<file path="src/rtl/vga_sync_receiver.sv">
// Pixel-clock receiver for an active-low hsync/vsync raster: measures line length,
// locks to the raster and emits (x, y, rgb) with pixel_valid two cycles after the port sample.
module vga_sync_receiver #(
  parameter logic [9:0] HTOTAL     = 10'd801,
  parameter logic [9:0] HOFFSET    = 10'd144,
  parameter logic [9:0] VOFFSET    = 10'd34,
  parameter logic [9:0] WIDTH      = 10'd640,
  parameter logic [9:0] HEIGHT     = 10'd480,
  parameter logic [3:0] LOCK_LINES = 4'd4
) (
  input  logic        vgaclk,
  input  logic        reset_b,
  input  logic        hsync,
  input  logic        vsync,
  input  logic [7:0]  r_in,
  input  logic [7:0]  g_in,
  input  logic [7:0]  b_in,
  output logic [9:0]  x,
  output logic [9:0]  y,
  output logic [23:0] rgb,
  output logic        pixel_valid,
  output logic        frame_start,
  output logic        locked,
  output logic        line_err,
  output logic [7:0]  err_count
);

  localparam logic [1:0]  SEARCH  = 2'd0;
  localparam logic [1:0]  ACQUIRE = 2'd1;
  localparam logic [1:0]  LOCKED  = 2'd2;
  localparam logic [9:0]  CNT_MAX = 10'd1023;
  localparam logic [10:0] H_END   = {1'b0, HOFFSET} + {1'b0, WIDTH};
  localparam logic [10:0] V_END   = {1'b0, VOFFSET} + {1'b0, HEIGHT};

  logic        r_hs, r_hs_d, r_vs, r_vs_d;
  logic [23:0] r_rgb_s1, r_rgb_s2;
  logic [9:0]  r_h, r_v;
  logic        r_vpend;
  logic [1:0]  r_state;
  logic [3:0]  r_good;
  logic        r_miss;
  logic [7:0]  r_err;
  logic        r_fs_p, r_lerr_p;

  logic        w_hfall, w_vfall, w_origin, w_len_ok;
  logic [10:0] w_len;
  logic [9:0]  w_h_next, w_v_next;
  logic        w_vpend_next;
  logic [1:0]  w_state_next;
  logic [3:0]  w_good_next;
  logic        w_miss_next;
  logic [7:0]  w_err_next;
  logic        w_fs, w_lerr;
  logic        w_pix_valid;

  // Input register stage; sync history resets to the deasserted level
  always_ff @(posedge vgaclk) begin
    if (!reset_b) begin
      r_hs     <= 1'b1;
      r_hs_d   <= 1'b1;
      r_vs     <= 1'b1;
      r_vs_d   <= 1'b1;
      r_rgb_s1 <= 24'd0;
    end else begin
      r_hs     <= hsync;
      r_hs_d   <= r_hs;
      r_vs     <= vsync;
      r_vs_d   <= r_vs;
      r_rgb_s1 <= {r_in, g_in, b_in};
    end
  end

  // Edge detection and raster counters; a vsync fall is held until the next hsync fall
  always_comb begin
    w_hfall  = r_hs_d & ~r_hs;
    w_vfall  = r_vs_d & ~r_vs;
    w_origin = w_hfall & (r_vpend | w_vfall);
    w_len    = {1'b0, r_h} + 11'd1;
    w_len_ok = (w_len == {1'b0, HTOTAL});
    if (w_hfall) begin
      w_h_next = 10'd0;
    end else if (r_h == CNT_MAX) begin
      w_h_next = CNT_MAX;
    end else begin
      w_h_next = r_h + 10'd1;
    end
    if (w_origin) begin
      w_v_next     = 10'd0;
      w_vpend_next = 1'b0;
    end else if (w_hfall) begin
      w_v_next     = (r_v == CNT_MAX) ? CNT_MAX : r_v + 10'd1;
      w_vpend_next = r_vpend;
    end else begin
      w_v_next     = r_v;
      w_vpend_next = r_vpend | w_vfall;
    end
  end

  // Lock state machine; good includes the line measured at the current fall
  always_comb begin
    w_state_next = r_state;
    w_good_next  = r_good;
    w_miss_next  = r_miss;
    w_err_next   = r_err;
    w_lerr       = 1'b0;
    case (r_state)
      SEARCH: begin
        if (w_hfall) begin
          w_state_next = ACQUIRE;
          w_good_next  = 4'd0;
        end else begin
          w_state_next = SEARCH;
        end
      end
      ACQUIRE: begin
        if (w_hfall) begin
          if (!w_len_ok) begin
            w_good_next = 4'd0;
          end else if (r_good == 4'd15) begin
            w_good_next = 4'd15;
          end else begin
            w_good_next = r_good + 4'd1;
          end
          if (w_origin && (w_good_next >= LOCK_LINES)) begin
            w_state_next = LOCKED;
            w_miss_next  = 1'b0;
          end else begin
            w_state_next = ACQUIRE;
          end
        end else begin
          w_state_next = ACQUIRE;
        end
      end
      LOCKED: begin
        if (w_hfall) begin
          if (w_len_ok) begin
            w_miss_next  = 1'b0;
            w_state_next = LOCKED;
          end else begin
            w_lerr       = 1'b1;
            w_err_next   = (r_err == 8'd255) ? 8'd255 : r_err + 8'd1;
            w_miss_next  = 1'b1;
            w_state_next = r_miss ? SEARCH : LOCKED;
          end
        end else if (w_h_next == CNT_MAX) begin
          w_state_next = SEARCH;
        end else begin
          w_state_next = LOCKED;
        end
      end
      default: begin
        w_state_next = SEARCH;
      end
    endcase
    w_fs = w_origin & (w_state_next == LOCKED);
  end

  // Core state registers, aligned with the pixel carried in r_rgb_s2
  always_ff @(posedge vgaclk) begin
    if (!reset_b) begin
      r_h      <= 10'd0;
      r_v      <= 10'd0;
      r_vpend  <= 1'b0;
      r_state  <= SEARCH;
      r_good   <= 4'd0;
      r_miss   <= 1'b0;
      r_err    <= 8'd0;
      r_fs_p   <= 1'b0;
      r_lerr_p <= 1'b0;
      r_rgb_s2 <= 24'd0;
    end else begin
      r_h      <= w_h_next;
      r_v      <= w_v_next;
      r_vpend  <= w_vpend_next;
      r_state  <= w_state_next;
      r_good   <= w_good_next;
      r_miss   <= w_miss_next;
      r_err    <= w_err_next;
      r_fs_p   <= w_fs;
      r_lerr_p <= w_lerr;
      r_rgb_s2 <= r_rgb_s1;
    end
  end

  assign w_pix_valid = (r_state == LOCKED) &&
                       (r_h >= HOFFSET) && ({1'b0, r_h} < H_END) &&
                       (r_v >= VOFFSET) && ({1'b0, r_v} < V_END);

  // Registered output stage; coordinates and colour read zero outside the active area
  always_ff @(posedge vgaclk) begin
    if (!reset_b) begin
      x           <= 10'd0;
      y           <= 10'd0;
      rgb         <= 24'd0;
      pixel_valid <= 1'b0;
      frame_start <= 1'b0;
      locked      <= 1'b0;
      line_err    <= 1'b0;
      err_count   <= 8'd0;
    end else begin
      x           <= w_pix_valid ? (r_h - HOFFSET) : 10'd0;
      y           <= w_pix_valid ? (r_v - VOFFSET) : 10'd0;
      rgb         <= w_pix_valid ? r_rgb_s2 : 24'd0;
      pixel_valid <= w_pix_valid;
      frame_start <= r_fs_p;
      locked      <= (r_state == LOCKED);
      line_err    <= r_lerr_p;
      err_count   <= r_err;
    end
  end

endmodule

</file>
<file path="config.mk">
export PLATFORM = sky130hd
export DESIGN_NAME = vga_sync_receiver
export DESIGN_NICKNAME = d
export VERILOG_FILES = /design/src/rtl/vga_sync_receiver.sv
export SDC_FILE = /design/constraint.sdc
export NUM_CORES = 1
export LEC_CHECK = 0
export ABC_AREA = 1
export BUFFER_PORTS_ARGS = -buffer_cell sky130_fd_sc_hd__buf_2
export CORE_ASPECT_RATIO = 1.1
export CORE_MARGIN = 2
export CORE_UTILIZATION = 35
export DETAILED_ROUTE_END_ITERATION = 12
export GPL_TIMING_DRIVEN = 0
export SYNTH_ARGS = -nofsm -noshare
export SYNTH_HDL_FRONTEND = slang
export SYNTH_SLANG_ARGS = --single-unit
</file>
<file path="constraint.sdc">
create_clock -name vgaclk -period 2.37 [get_ports vgaclk]
set_input_delay 0.3555 -clock vgaclk [delete_from_list [all_inputs] [get_ports vgaclk]]
set_output_delay 0.3555 -clock vgaclk [all_outputs]
set_load 0.02 [all_outputs]
</file>
# Yosys cells after proc, flatten, opt, wreduce, memory -nomap -nowiden
# Cells that the tools add are included.
op_classes:
  add_sub_neg: 7
  n_reduce_logical: 14
  order_cmp: 5
  mul: 0
  n_shift: 0
  eq_ne: 13
  div_mod_pow: 0
  bitwise: 9
  mux: 24
ops:
  columns: ["op", "n"]
  rows:
  - ["$eq A10 B10 Y1 const B", 3]
  - ["$mux W10", 3]
  - ["$mux W4", 6]
  - ["$add A10 B1 Y10 const B", 2]
  - ["$lt A10 B10 Y1 const B", 2]
  - ["$mux W2", 6]
  - ["$add A10 B1 Y11 const B", 1]
  - ["$eq A11 B10 Y1 const B", 1]
  - ["$ge A10 B6 Y1 const B", 1]
  - ["$ge A10 B8 Y1 const B", 1]
  - ["$sub A10 B6 Y10 const B", 1]
  - ["$sub A10 B8 Y10 const B", 1]
  - ["$reduce_and A3 Y1", 3]
  - ["$add A8 B1 Y8 const B", 1]
  - ["$eq A8 B8 Y1 const B", 1]
  - ["$mux W8", 1]
  - ["$ne A2 B2 Y1 const B", 4]
  - ["$pmux W4 S2", 1]
  - ["$pmux W2 S3", 1]
  - ["$logic_and A1 B1 Y1", 5]
  - ["$mux W1", 5]
  - ["$add A4 B1 Y4 const B", 1]
  - ["$and A1 B1 Y1", 4]
  - ["$eq A2 B2 Y1 const B", 2]
  - ["other kinds (11)", 15]
word_totals:
  out_inout_bits: 56
  latch_bits: 0
  memories: 0
  ff_bits: 146
  rom_bits: 0
  ramBits: 0

# Logic depth before layout (Yosys ltp)
# Gate-level depths: netlist of the first run.
depth:
  ltp_word: 12
  ltp_mapped: 14
  ltp_nobuf: 14

# Worst setup path after synthesis of the first run
# OpenSTA, ideal clock, no wires.
synth_path:
  kind: "register to register"
  from: "reg r_h[4]"
  to: "reg y[7]"
  period_less_slack_ps: 1705
  slack_ps: 665
  arrival_time_ps: 1639
  stages_incl_launch_ff: 13
  n_path_buf: 2
  path_cell_list: "dfxtp_1 -> inv_1 -> ha_1 -> nand2_2 -> nand2_1 -> inv_1 -> nor3_1 -> o21ai_1 -> nand4_1 -> or2_1 -> buf_6 -> buf_6 -> a21oi_2"
synth_between:
  elab_chain_cells: 6
synth_rtl:
  columns: ["item", "line", "source"]
  rows:
  - ["start: declaration", "37", "logic [9:0] r_h, r_v;"]
  - ["start signal: assignment", "172", "r_h <= w_h_next;"]
  - ["$ge A10 B8 Y1", "186", "(r_h >= HOFFSET) && ({1'b0, r_h} < H_END) &&"]
  - ["$logic_and A1 B1 Y1", "185", "assign w_pix_valid = (r_state == LOCKED) &&"]
  - ["$logic_and A1 B1 Y1 (*) (2 in series)", "186", null]
  - ["$logic_and A1 B1 Y1 (*)", "187", "(r_v >= VOFFSET) && ({1'b0, r_v} < V_END);"]
  - ["$reduce_and A2 Y1 (no source line) (*)", null, null]
  - ["end signal: assignment", "202", "y <= w_pix_valid ? (r_v - VOFFSET) : 10'd0;"]
  - ["end: declaration", "19", "output logic [9:0] y,"]
# Every way passes the cells marked *; elsewhere a longest branch is shown, timed or not.
# A chain may end at the register's enable or synchronous reset.

# Worst setup path in the final report of the first run
layout_path:
  from: "reg r_h[0]"
  to: "reg r_fs_p"
layout_between:
  elab_chain_cells: 12
layout_rtl:
  columns: ["item", "line", "source"]
  rows:
  - ["$add A10 B1 Y11", "78", "w_len = {1'b0, r_h} + 11'd1;"]
  - ["$eq A11 B10 Y1", "79", "w_len_ok = (w_len == {1'b0, HTOTAL});"]
  - ["$mux W4", "117", "if (!w_len_ok) begin"]
  - ["$mux W4", "116", "if (w_hfall) begin"]
  - ["$mux W4", "106", "case (r_state)"]
  - ["$ge A4 B3 Y1", "124", "if (w_origin && (w_good_next >= LOCK_LINES)) begin"]
  - ["$logic_and A1 B1 Y1", "124", null]
  - ["$mux W2", "124", null]
  - ["$mux W2", "116", null]
  - ["$pmux W2 S3 (*)", "106", null]
  - ["$eq A2 B2 Y1 (*)", "155", "w_fs = w_origin & (w_state_next == LOCKED);"]
  - ["$and A1 B1 Y1 (*)", "155", null]
  - ["end signal: assignment", "179", "r_fs_p <= w_fs;"]
  - ["end: declaration", "43", "logic r_fs_p, r_lerr_p;"]
# Every way passes the cells marked *; elsewhere a longest branch is shown, timed or not. The select of a mux whose other input is x is not followed.

==> metrics.md, run 1 <==
| Metric | Value |
|---|---|
| Drt wl/cell | 10.7 um |
| Clock skew | 0.00799 ns |
| Commonest non-fill, non-tap cell in the layout | dfxtp_1 |
| Post-CTS setup buffers | 0 |
| Most frequent cells in the layout | dfxtp_1 (146), nand2_1 (143), inv_1 (136) |
| Post-DP HPWL | 7710 um |
| Crit. End Element | flip-flop |
| Relative slew slack | 0.629 |
| Nets | approximately 820 |
| Register area | slightly below 3000 um2 |
| Largest net degree at the start of global routing | 17 |
| CP max FO | 10 |
| Hold Vio Cnt, Final | 0 |
| Avg Cell Area, Syn | 8.06 um2 |
| Routability Congestion | 0.827 |
| Global route overflow | 0 |
| PortBufs | 82 |
| Post-synthesis register bit count | 146 |
| Antenna violations before repair | 1 |
| Compound-gate portion of the synthesized area | 0.0703 |
| Finished Core Util | 0.440 |
| Vias in the first global route | between 3k and 4k |
| First-pass GRT wire length | approximately 17,000 um |
| Largest family of logic cells by synthesized area | simple AND/OR/NAND/NOR gates |
| Area grow syn2layout | 22.2% |
| H-tree Lvls | 4 |
| Clk_lat worst skew | around 0.42 ns |
| WP data required | 2.65 ns |
| Routed vias/inst | 4.18 |
| CTS clk-pin slew, worst paths | approximately 0.06 ns |
| Die width | around 120 um |
| Fin worst setup slack | 0.282 ns |
| Pre-CTS setup slack | 0.302 ns |
| CTS root buf | clkbuf_16 |
| Crit path DAT | 2.37 ns |
| DRC viols | 0 |
| Max clock buf depth | 2 |
| Post-synthesis cell area | 5470 um2 |
| CTS Buf Count | 17 |
| # fillers | 1,532 |
| Drt pass-1 iters | 4 |
| RSZ-0062 raised after global routing | false |
| Simple-Gate Fraction of Synth Area | 0.230 |
| Number of library cell types mapped by synthesis | 35 |
| Layout cells sized above 1 | 0.228 |
| Cells after Synth | 678 |
| Post-Synth Adder-Cell Area | 0.0275 |
| Least-Margin Pin Slew | 0.557 ns |
| Final WL | 10,600 um |
| Vias | 4,133 |
| CTS tree | done |
| Initial Util | 0.360 |
| Hold Crit Class | in -> reg |
| Syn nets | 718 |
| Power Dens Cells | 777 nW/um2 |
| CTS sink cnt | 146 |
| Final TNS setup | 0 ns |
| Outcome | completed |
| Syn. warnings | 0 |
| Total GRT Usage | 0.133 |
| Routed Antenna Nets | 0 |
| Biggest area consumer among synthesized cells | dfxtp_1 |
| Post_cts resized | 0 |
| # IOs | 84 |
| Tmin final | 2.09 ns |
| Synth top area cells | dfxtp_1 (53%), nand2_1 (9.8%), inv_1 (9.3%), nor2_1 (3.3%), ha_1 (2.7%) |
| Highest clock rate | 479 MHz |
| Core footprint | ~15,000 um2 |
| Mux contribution to synthesized area | 0 |
| Final period util | 0.881 |
| Maximum vdd drop | about 500 uV |
| Count of final max-slew check failures | 0 |
| Yosys top cell area share | 0.535 |
| Die height | 135 um |
| Die ar. | 16,600 um2 |
| Total leakage power | 3.43 nW |
| Synth Area in XOR/XNOR | 0.0160 |
| Area of the multi-input gates | around 1900 um2 |
| Startpoint class of the critical path | flip-flop |
| Setup-failing EPs final | 0 |
| CP Class | reg -> reg |
| Sequential-to-total area share from yosys stat | 0.535 |
| Max_cap viols | 0 |
| Iter 0 DRT Violations | between 150 and 200 |
| Rows | 47 |
| Cts hold-fix bufs | 0 |
-- state kept, by name, indices dropped and copies added (netlist names), 2 cells and up --
| name | count |
|---|---|
| r_rgb_s1 | 24 |
| r_rgb_s2 | 24 |
| rgb | 24 |
| r_h | 10 |
| r_v | 10 |
| x | 10 |
| y | 10 |
| err_count | 8 |
| r_err | 8 |
| r_good | 4 |
| r_state | 2 |
-- path summary, 6_finish.rpt --
path / from / to / slack, ns / depth (start not counted)
min: b_in[0] / r_rgb_s1[0]$_SDFF_PN0_ / 0.12 / 3
max reg2reg: r_h[0]$_SDFF_PN0_ / r_fs_p$_SDFF_PN0_ / 0.28 / 13
max: r_h[0]$_SDFF_PN0_ / r_fs_p$_SDFF_PN0_ / 0.28 / 13
min reg2reg: r_rgb_s1[21]$_SDFF_PN0_ / r_rgb_s2[21]$_SDFF_PN0_ / 0.41 / 2
-- metal layers --
metal / vias up / global-route usage / wire length (um)
li1: 2241 / - / -
met1: 1802 / 0.157 / 4730
met2: 69 / 0.216 / 5130
met3: 21 / 0.0401 / 453
met4: 0 / 0.0707 / 291
met5: - / 0 / 0
-- cells in the mapped netlist --
cell and instances:
o2111ai_1 1, nor3_2 1, o21ai_1 6, inv_1 136
nor4_1 1, buf_1 1, o31ai_1 1, ha_1 12
buf_2 3, a21oi_1 26, nand4_1 6, a31oi_1 2
or2_1 1, nor2_4 3, inv_2 10, nand3_4 1
nand3_2 3, xnor2_1 2, nand2_1 143, or3_1 1
o21ai_0 22, a211oi_1 1, nor3_1 10, nor2_2 22
nand3_1 27, a21oi_2 8, nor2_1 48, dfxtp_1 146
or2_2 6, xor2_1 8, clkbuf_1 7, nand2_2 5
buf_6 5, buf_4 2, o211ai_1 1
-- power by group --
group / internal [W] / switching, W / leakage [nW]
logic: 0.0000571 / 0.000104 / 1.97
registers: 0.00250 / 0.0000189 / 1.19
clock network: 0.00147 / 0.00103 / 0.267
-- logic make-up (layout without fill, tap and decap cells) --
| logic type | after synthesis | count (layout) |
|---|---|---|
| adder cells (fa/ha/maj) | 12 | 12 |
| buffers and inverters | 164 | 277 |
| flip-flops | 146 | 146 |
| AND/OR/NAND/NOR | 278 | 278 |
| other | 0 | 1 |
| XOR/XNOR | 10 | 10 |
| AO/OA/AOI/OAI | 68 | 68 |
-- critical path, stage by stage, from the launching register on --
cell	delay, ns
dfxtp_1	0.44
ha_1	0.28
nand3_1	0.14
inv_1	0.13
nand3_1	0.13
buf_2	0.21
o21ai_0	0.08
nand2_1	0.07
nor2_1	0.12
nand2_1	0.07
nand3_1	0.10
nand2_1	0.06
nand2_1	0.07
nor2_1	0.04
-- cell type report --
type	instances	share of cell area
Antenna cell	1	0.000375
Clock buffer	20	0.0669
Inverter	146	0.0821
Buffer	18	0.0174
Tap cell	196	0.0367
Multi-Input combinational cell	368	0.281
Sequential cell	146	0.438
Timing Repair Buffer	82	0.0615
Clock inverter	11	0.0161
-- through the flow --
step / power, W / hold slack [ns] / instances / cell area [um2]
floorplan: 0.00268 / 0.390 / 678 / 5470
global route: 0.00539 / 0.103 / 987 / 6680
finish: 0.00519 / 0.116 / 988 / 6680
CTS: 0.00524 / 0.0992 / 987 / 6680
detailed placement: 0.00274 / 0.395 / 956 / 6120
global placement: 0.00274 / 0.392 / 956 / 6120
(Power assumes the default switching activity.)
==> inputs of run 2 (changes only) <==
--- a/config.mk
+++ b/config.mk
@@ -11,7 +11,6 @@
 export CORE_MARGIN = 2
 export CORE_UTILIZATION = 35
 export DETAILED_ROUTE_END_ITERATION = 12
-export GPL_TIMING_DRIVEN = 0
 export SYNTH_ARGS = -nofsm -noshare
 export SYNTH_HDL_FRONTEND = slang
 export SYNTH_SLANG_ARGS = --single-unit
==> run 2 against run 1 <==
Compared with the run above:
- combinational power barely moved
- clock power rose by 8.8%
- register-to-register slack hardly changed
==> metrics.md, run 2 (synthesized netlist as in run 1, its figures left out) <==
| Metric | Value |
|---|---|
| Drt pass-1 iters | 6 (+2) |
| Final TNS setup | 0 ns (unchanged) |
| Routed vias/inst | 4.15 (-0.72%) |
| N_diodes | 0 (-1) |
| Count of final max-slew check failures | 0 (unchanged) |
| Core footprint | 15,200 um2 (unchanged) |
| Slowest-stage cell, CP | or2_2 |
| Global route overflow | 0 (unchanged) |
| Total GRT Usage | 0.133 (-0.000258) |
| Post-DP HPWL | 7490 um (-2.8%) |
| Final WL | 10,300 um (-3.2%) |
| Largest registers | r_rgb_s1: 24 flops, r_rgb_s2: 24 flops, rgb: 24 flops |
| Hold Crit Class | in -> reg |
| CTS sink cnt | 146 (unchanged) |
| Least-Margin Pin Slew | 0.601 ns (+0.0443 ns) |
| Largest net degree at the start of global routing | 62 (+45) |
| Area grow syn2layout | 22.3% (about the same) |
| H-tree Lvls | 4 (unchanged) |
| WP data required | 2.73 ns (+0.08 ns) |
| Outcome | completed |
| Rows | 47 (unchanged) |
| CP dominant cell by count | inv_1 |
| Drt wl/cell | 10.5 um (-2.4%) |
| Maximum vdd drop | 618 uV (+20%) |
| PortBufs | 83 (+1.2%) |
| CTS clk-pin slew, worst paths | 0.06 ns (about the same) |
| CP max FO | 17 (+7) |
| Die width | 123 um (unchanged) |
| DRC viols | 0 (unchanged) |
| Nets | 811 (-0.98%) |
| Dpl cells | 948 (-0.84%) |
| Hold Vio Cnt, Final | 0 (unchanged) |
| CTS root buf | clkbuf_16 |
| Tot Pwr | 0.00540 W (+4.2%) |
| Relative slew slack | 0.599 (-0.0295) |
| CP top delay family | simple AND/OR/NAND/NOR gates |
| Max_cap viols | 0 (unchanged) |
| Vias | 4,070 (-1.5%) |
| Routability Congestion | 0.889 (+7.5%) |
| Tmin final | 2.08 ns (-0.0108 ns) |
| Clk_lat worst skew | 0.42 ns (about the same) |
| Vias in the first global route | 3,752 (+3.0%) |
| Crit. End Element | flip-flop |
| CTS tree | done |
| Post_cts resized | 0 (unchanged) |
| Final period util | 0.877 (-0.00456) |
| # IOs | 84 (unchanged) |
| CTS Buf Count | 17 (unchanged) |
| Highest clock rate | 481 MHz (+0.52%) |
| CP Buf/Inv Count | 3 (+1) |
| Most frequent cells in the layout | dfxtp_1 (146), nand2_1 (143), inv_1 (136) |
| Startpoint class of the critical path | flip-flop |
| Initial Util | 0.360 (unchanged) |
| Routed Antenna Nets | 0 (unchanged) |
| Crit path DAT | 2.44 ns (+0.07 ns) |
| Commonest non-fill, non-tap cell in the layout | dfxtp_1 |
| CP Class | reg -> reg |
| Antenna violations before repair | 0 (-1) |
| Die ar. | 16,600 um2 (unchanged) |
| Post-CTS setup buffers | 0 (unchanged) |
| Total leakage power | 3.44 nW (+0.32%) |
| Max clock buf depth | 2 (unchanged) |
| Hold Slack | 0.114 ns (-0.00206 ns) |
| Post-route insts no fill | 980 (-0.81%) |
| Die height | 135 um (unchanged) |
| RSZ-0062 raised after global routing | false |
| Power Dens Cells | 809 nW/um2 (+4.1%) |
| Clock skew | 0.00890 ns (+0.000905 ns) |
| Cell chain of the critical path | inv_1, ha_1, nand2_2, nand2_1, inv_1, nor3_1, o21ai_1, nand4_1, or2_2, buf_4, nor2_2 |
| Slowest cell delay on critical path | 0.47 ns (+0.03 ns) |
| Setup-failing EPs final | 0 (unchanged) |
| Cts hold-fix bufs | 0 (unchanged) |
| First-pass GRT wire length | 17,100 um (+1.6%) |
| Layout cells sized above 1 | 0.232 (+0.00458) |
| Iter 0 DRT Violations | 224 (+23%) |
==> run 2: worst min-delay path, delay by kind of cell <==
kind,cells,cell delay (ns)
simple gates,1,0.04
buf+inv,2,0.11
==> run 2: power by group <==
group | switching (W) | total [W] | internal [W]
Combinational | 0.0000996 | 0.000158 | 0.0000582
Sequential | 0.0000190 | 0.00252 | 0.00250
Clock | 0.00105 | 0.00272 | 0.00168
==> run 2: worst paths after layout <==
kind | startpoint | to | slack [ns] | depth (start not counted)
worst min-delay path | g_in[6] | r_rgb_s1[14]$_SDFF_PN0_ | 0.11 | 3
worst min register to register | r_rgb_s1[1]$_SDFF_PN0_ | r_rgb_s2[1]$_SDFF_PN0_ | 0.41 | 2
worst max-delay path | r_h[4]$_SDFF_PN0_ | rgb[3]$_SDFF_PN0_ | 0.29 | 11
worst max register to register | r_h[4]$_SDFF_PN0_ | rgb[3]$_SDFF_PN0_ | 0.29 | 11
==> run 2: layer usage <==
metal	GRT usage	wire length (um)
met5	0	0
met4	0.0802	328
met3	0.0351	404
met2	0.216	4990
met1	0.155	4550
==> run 2: final cells by class <==
type	instances	area [um2]
fillers	1535	8490
flip-flops and latches	146	2920
multi-input cells	368	1880
inverters	146	548
repair buffers	92	483
clock buffers	19	433
well taps	196	245
clock inverters	13	174
==> run 2: metrics by stage <==
step	utilization	cell area [um2]	setup slack, ns
6_report	0.441	6680	0.292
5_1_grt	0.441	6680	0.0354
4_1_cts	0.441	6680	0.260
3_5_place_dp	0.401	6080	0.281
3_3_place_gp	0.401	6080	0.331
2_1_floorplan	-	5470	0.665
==> inputs of run 3 (changes only) <==
--- a/config.mk
+++ b/config.mk
@@ -6,7 +6,7 @@
 export NUM_CORES = 1
 export LEC_CHECK = 0
 export ABC_AREA = 1
-export BUFFER_PORTS_ARGS = -buffer_cell sky130_fd_sc_hd__buf_2
+export BUFFER_PORTS_ARGS = -buffer_cell sky130_fd_sc_hd__buf_4
 export CORE_ASPECT_RATIO = 1.1
 export CORE_MARGIN = 2
 export CORE_UTILIZATION = 35
==> run 3 against run 2 <==
Compared with the run above:
- global-route usage up 0.40 points
- clock skew is 0.0029 ns lower
- clock power barely moved
- cell count shrank 0.10%
- critical path type unchanged
- critical endpoint is now r_fs_p$_SDFF_PN0_
- largest cell class unchanged
==> metrics.md, run 3 (synthesized netlist as in run 1, its figures left out) <==
| Metric | Value |
|---|---|
| Outcome | completed |
| CTS tree | done |
| # IOs | 84 (unchanged) |
| Depth of the most critical reg-to-reg path | 12 (+1) |
| Die width | 123 um (unchanged) |
| Drt pass-1 iters | 4 (-2) |
| CP endpoint | r_fs_p$_SDFF_PN0_ |
| WP data required | 2.68 ns (-0.05 ns) |
| Initial Util | 0.360 (unchanged) |
| Total leakage power | 3.45 nW (+0.48%) |
| Slowest-stage cell, CP | dfxtp_1 |
| Die ar. | 16,600 um2 (unchanged) |
| Core footprint | 15,200 um2 (unchanged) |
| Tmin final | 1.98 ns (-0.100 ns) |
| Final WL | 10,500 um (+2.5%) |
| Clk_lat worst skew | 0.42 ns (about the same) |
| Hold Vio Cnt, Final | 0 (unchanged) |
| N_diodes | 0 (unchanged) |
| RR Startpoint | r_h[0]$_SDFF_PN0_ |
| Antenna violations before repair | 0 (unchanged) |
| RR Endpoint | r_fs_p$_SDFF_PN0_ |
| Routability Congestion | 0.852 (-4.2%) |
| Crit path DAT | 2.28 ns (-0.16 ns) |
| Tot Pwr | 0.00544 W (+0.71%) |
| Clock skew | 0.00598 ns (-0.00292 ns) |
| Die height | 135 um (unchanged) |
| CTS sink cnt | 146 (unchanged) |
| Cell chain of the critical path | ha_1, nand3_1, inv_1, nand3_2, nand2_1, nand2_1, nor3_1, nand2_1, nand3_1, nand2_1, nand2_1, nor2_1 |
| Layout cells sized above 1 | 0.235 (+0.00285) |
| Startpoint class of the critical path | flip-flop |
| Pre-CTS setup slack | 0.226 ns (-0.0551 ns) |
| Largest net degree at the start of global routing | 62 (unchanged) |
| Post-DP HPWL | 7570 um (+1.1%) |
| Largest registers | r_rgb_s1: 24 flops, r_rgb_s2: 24 flops, rgb: 24 flops |
| CP Class | reg -> reg |
| Crit. End Element | flip-flop |
| CTS clk-pin slew, worst paths | 0.06 ns (about the same) |
| # fillers | 1,503 (-2.1%) |
| Count of final max-slew check failures | 0 (unchanged) |
| Iter 0 DRT Violations | 256 (+14%) |
| Final period util | 0.834 (-0.0424) |
| Routed vias/inst | 4.26 (+2.6%) |
| DRC viols | 0 (unchanged) |
| Commonest non-fill, non-tap cell in the layout | dfxtp_1 |
| Placed inst area | 6280 um2 (+3.3%) |
| Maximum vdd drop | 546 uV (-12%) |
| Fin area | 6900 um2 (+3.3%) |
| Routed Antenna Nets | 0 (unchanged) |
| Max clock buf depth | 2 (unchanged) |
| Final TNS setup | 0 ns (unchanged) |
| Finished Core Util | 0.455 (+0.0143) |
| Relative slew slack | 0.601 (+0.00177) |
| CP dominant cell by count | nand2_1 |
| Area grow syn2layout | 26.3% |
| Most frequent cells in the layout | dfxtp_1 (146), nand2_1 (143), inv_1 (136) |
| CTS Buf Count | 17 (unchanged) |
| PortBufs | 83 (unchanged) |
| Nets | 810 (-0.12%) |
| Least-Margin Pin Slew | 0.598 ns (-0.00265 ns) |
| Vias in the first global route | 3,861 (+2.9%) |
| Fin worst setup slack | 0.393 ns (+0.100 ns) |
| Highest clock rate | 506 MHz (+5.1%) |
| Drt wl/cell | 10.8 um (+2.6%) |
| CP Buf/Inv Count | 1 (-2) |
| First-pass GRT wire length | 17,700 um (+3.6%) |
| CTS root buf | clkbuf_16 |
| RSZ-0062 raised after global routing | false |
| Hold Crit Class | in -> reg |
| Setup-failing EPs final | 0 (unchanged) |
| CP top delay family | simple AND/OR/NAND/NOR gates |
| Vias | 4,172 (+2.5%) |
| Power Dens Cells | 789 nW/um2 (-2.5%) |
| WP depth | 12 (+1) |
| CP max FO | 12 (-5) |
| R2r setup slk | 0.39 ns (+0.10 ns) |
| Max_cap viols | 0 (unchanged) |
| Rows | 47 (unchanged) |
| Slowest cell delay on critical path | 0.42 ns (-0.05 ns) |
| Global route overflow | 0 (unchanged) |
| Crit path launch | r_h[0]$_SDFF_PN0_ |
| Total GRT Usage | 0.137 (+0.00397) |
| H-tree Lvls | 4 (unchanged) |
==> run 3: worst min path at each step <==
stage,slack [ns],start,cells after the start,endpoint
3_5_place_dp,0.40,r_rgb_s1[3]$_SDFF_PN0_,2,r_rgb_s2[3]$_SDFF_PN0_
5_1_grt,0.11,r_in[0],3,r_rgb_s1[16]$_SDFF_PN0_
6_report,0.12,g_in[2],3,r_rgb_s1[10]$_SDFF_PN0_
4_1_cts,0.1,g_in[2],3,r_rgb_s1[10]$_SDFF_PN0_
3_3_place_gp,0.39,r_rgb_s1[2]$_SDFF_PN0_,2,r_rgb_s2[2]$_SDFF_PN0_
2_1_floorplan,0.39,r_fs_p$_SDFF_PN0_,2,frame_start$_SDFF_PN0_
==> run 3: metal layers <==
layer	share of wire	up-vias	GRT usage
met5	0	-	0
met4	0.024	0	0.0694
met3	0.038	17	0.0342
met2	0.50	68	0.227
met1	0.44	1859	0.163
li1	-	2228	-
==> run 3: area by class of cell <==
| class | count | area, um2 | share of cell area |
|---|---|---|---|
| flip-flops and latches | 146 | 2920 | 0.423 |
| clock inverters | 14 | 178 | 0.0257 |
| repair buffers | 91 | 683 | 0.0990 |
| clock buffers | 18 | 439 | 0.0636 |
| multi-input cells | 368 | 1890 | 0.273 |
| inverters | 146 | 548 | 0.0794 |
| well taps | 196 | 245 | 0.0355 |
==> run 3: through the flow <==
step / std cells / hold WS, ns
final: 979 / 0.117
after floorplan: 678 / 0.390
after CTS: 979 / 0.0980
after global routing: 979 / 0.109
after global placement: 947 / 0.392
after detailed placement: 947 / 0.395
==> run 3: report_power, final <==
group / switching (W) / internal, W / total (W)
clock network: 0.00105 / 0.00170 / 0.00275
registers: 0.0000197 / 0.00250 / 0.00252
logic: 0.000101 / 0.0000705 / 0.000171
==> run 3: worst min-delay path, cell delays in order <==
cell and delay (ns):
buf_4 0.07, nand2_1 0.04, inv_1 0.04
==> run 3: timing repair <==
| action | 4_1_cts | 5_1_grt |
|---|---|---|
| hold buffers | 0 | 0 |
| setup buffers | 0 | 0 |
| gates resized for setup | 0 | 2 |
| setup endpoints to repair | 0 | 22 |
| endpoints found under the hold margin | 0 | 0 |
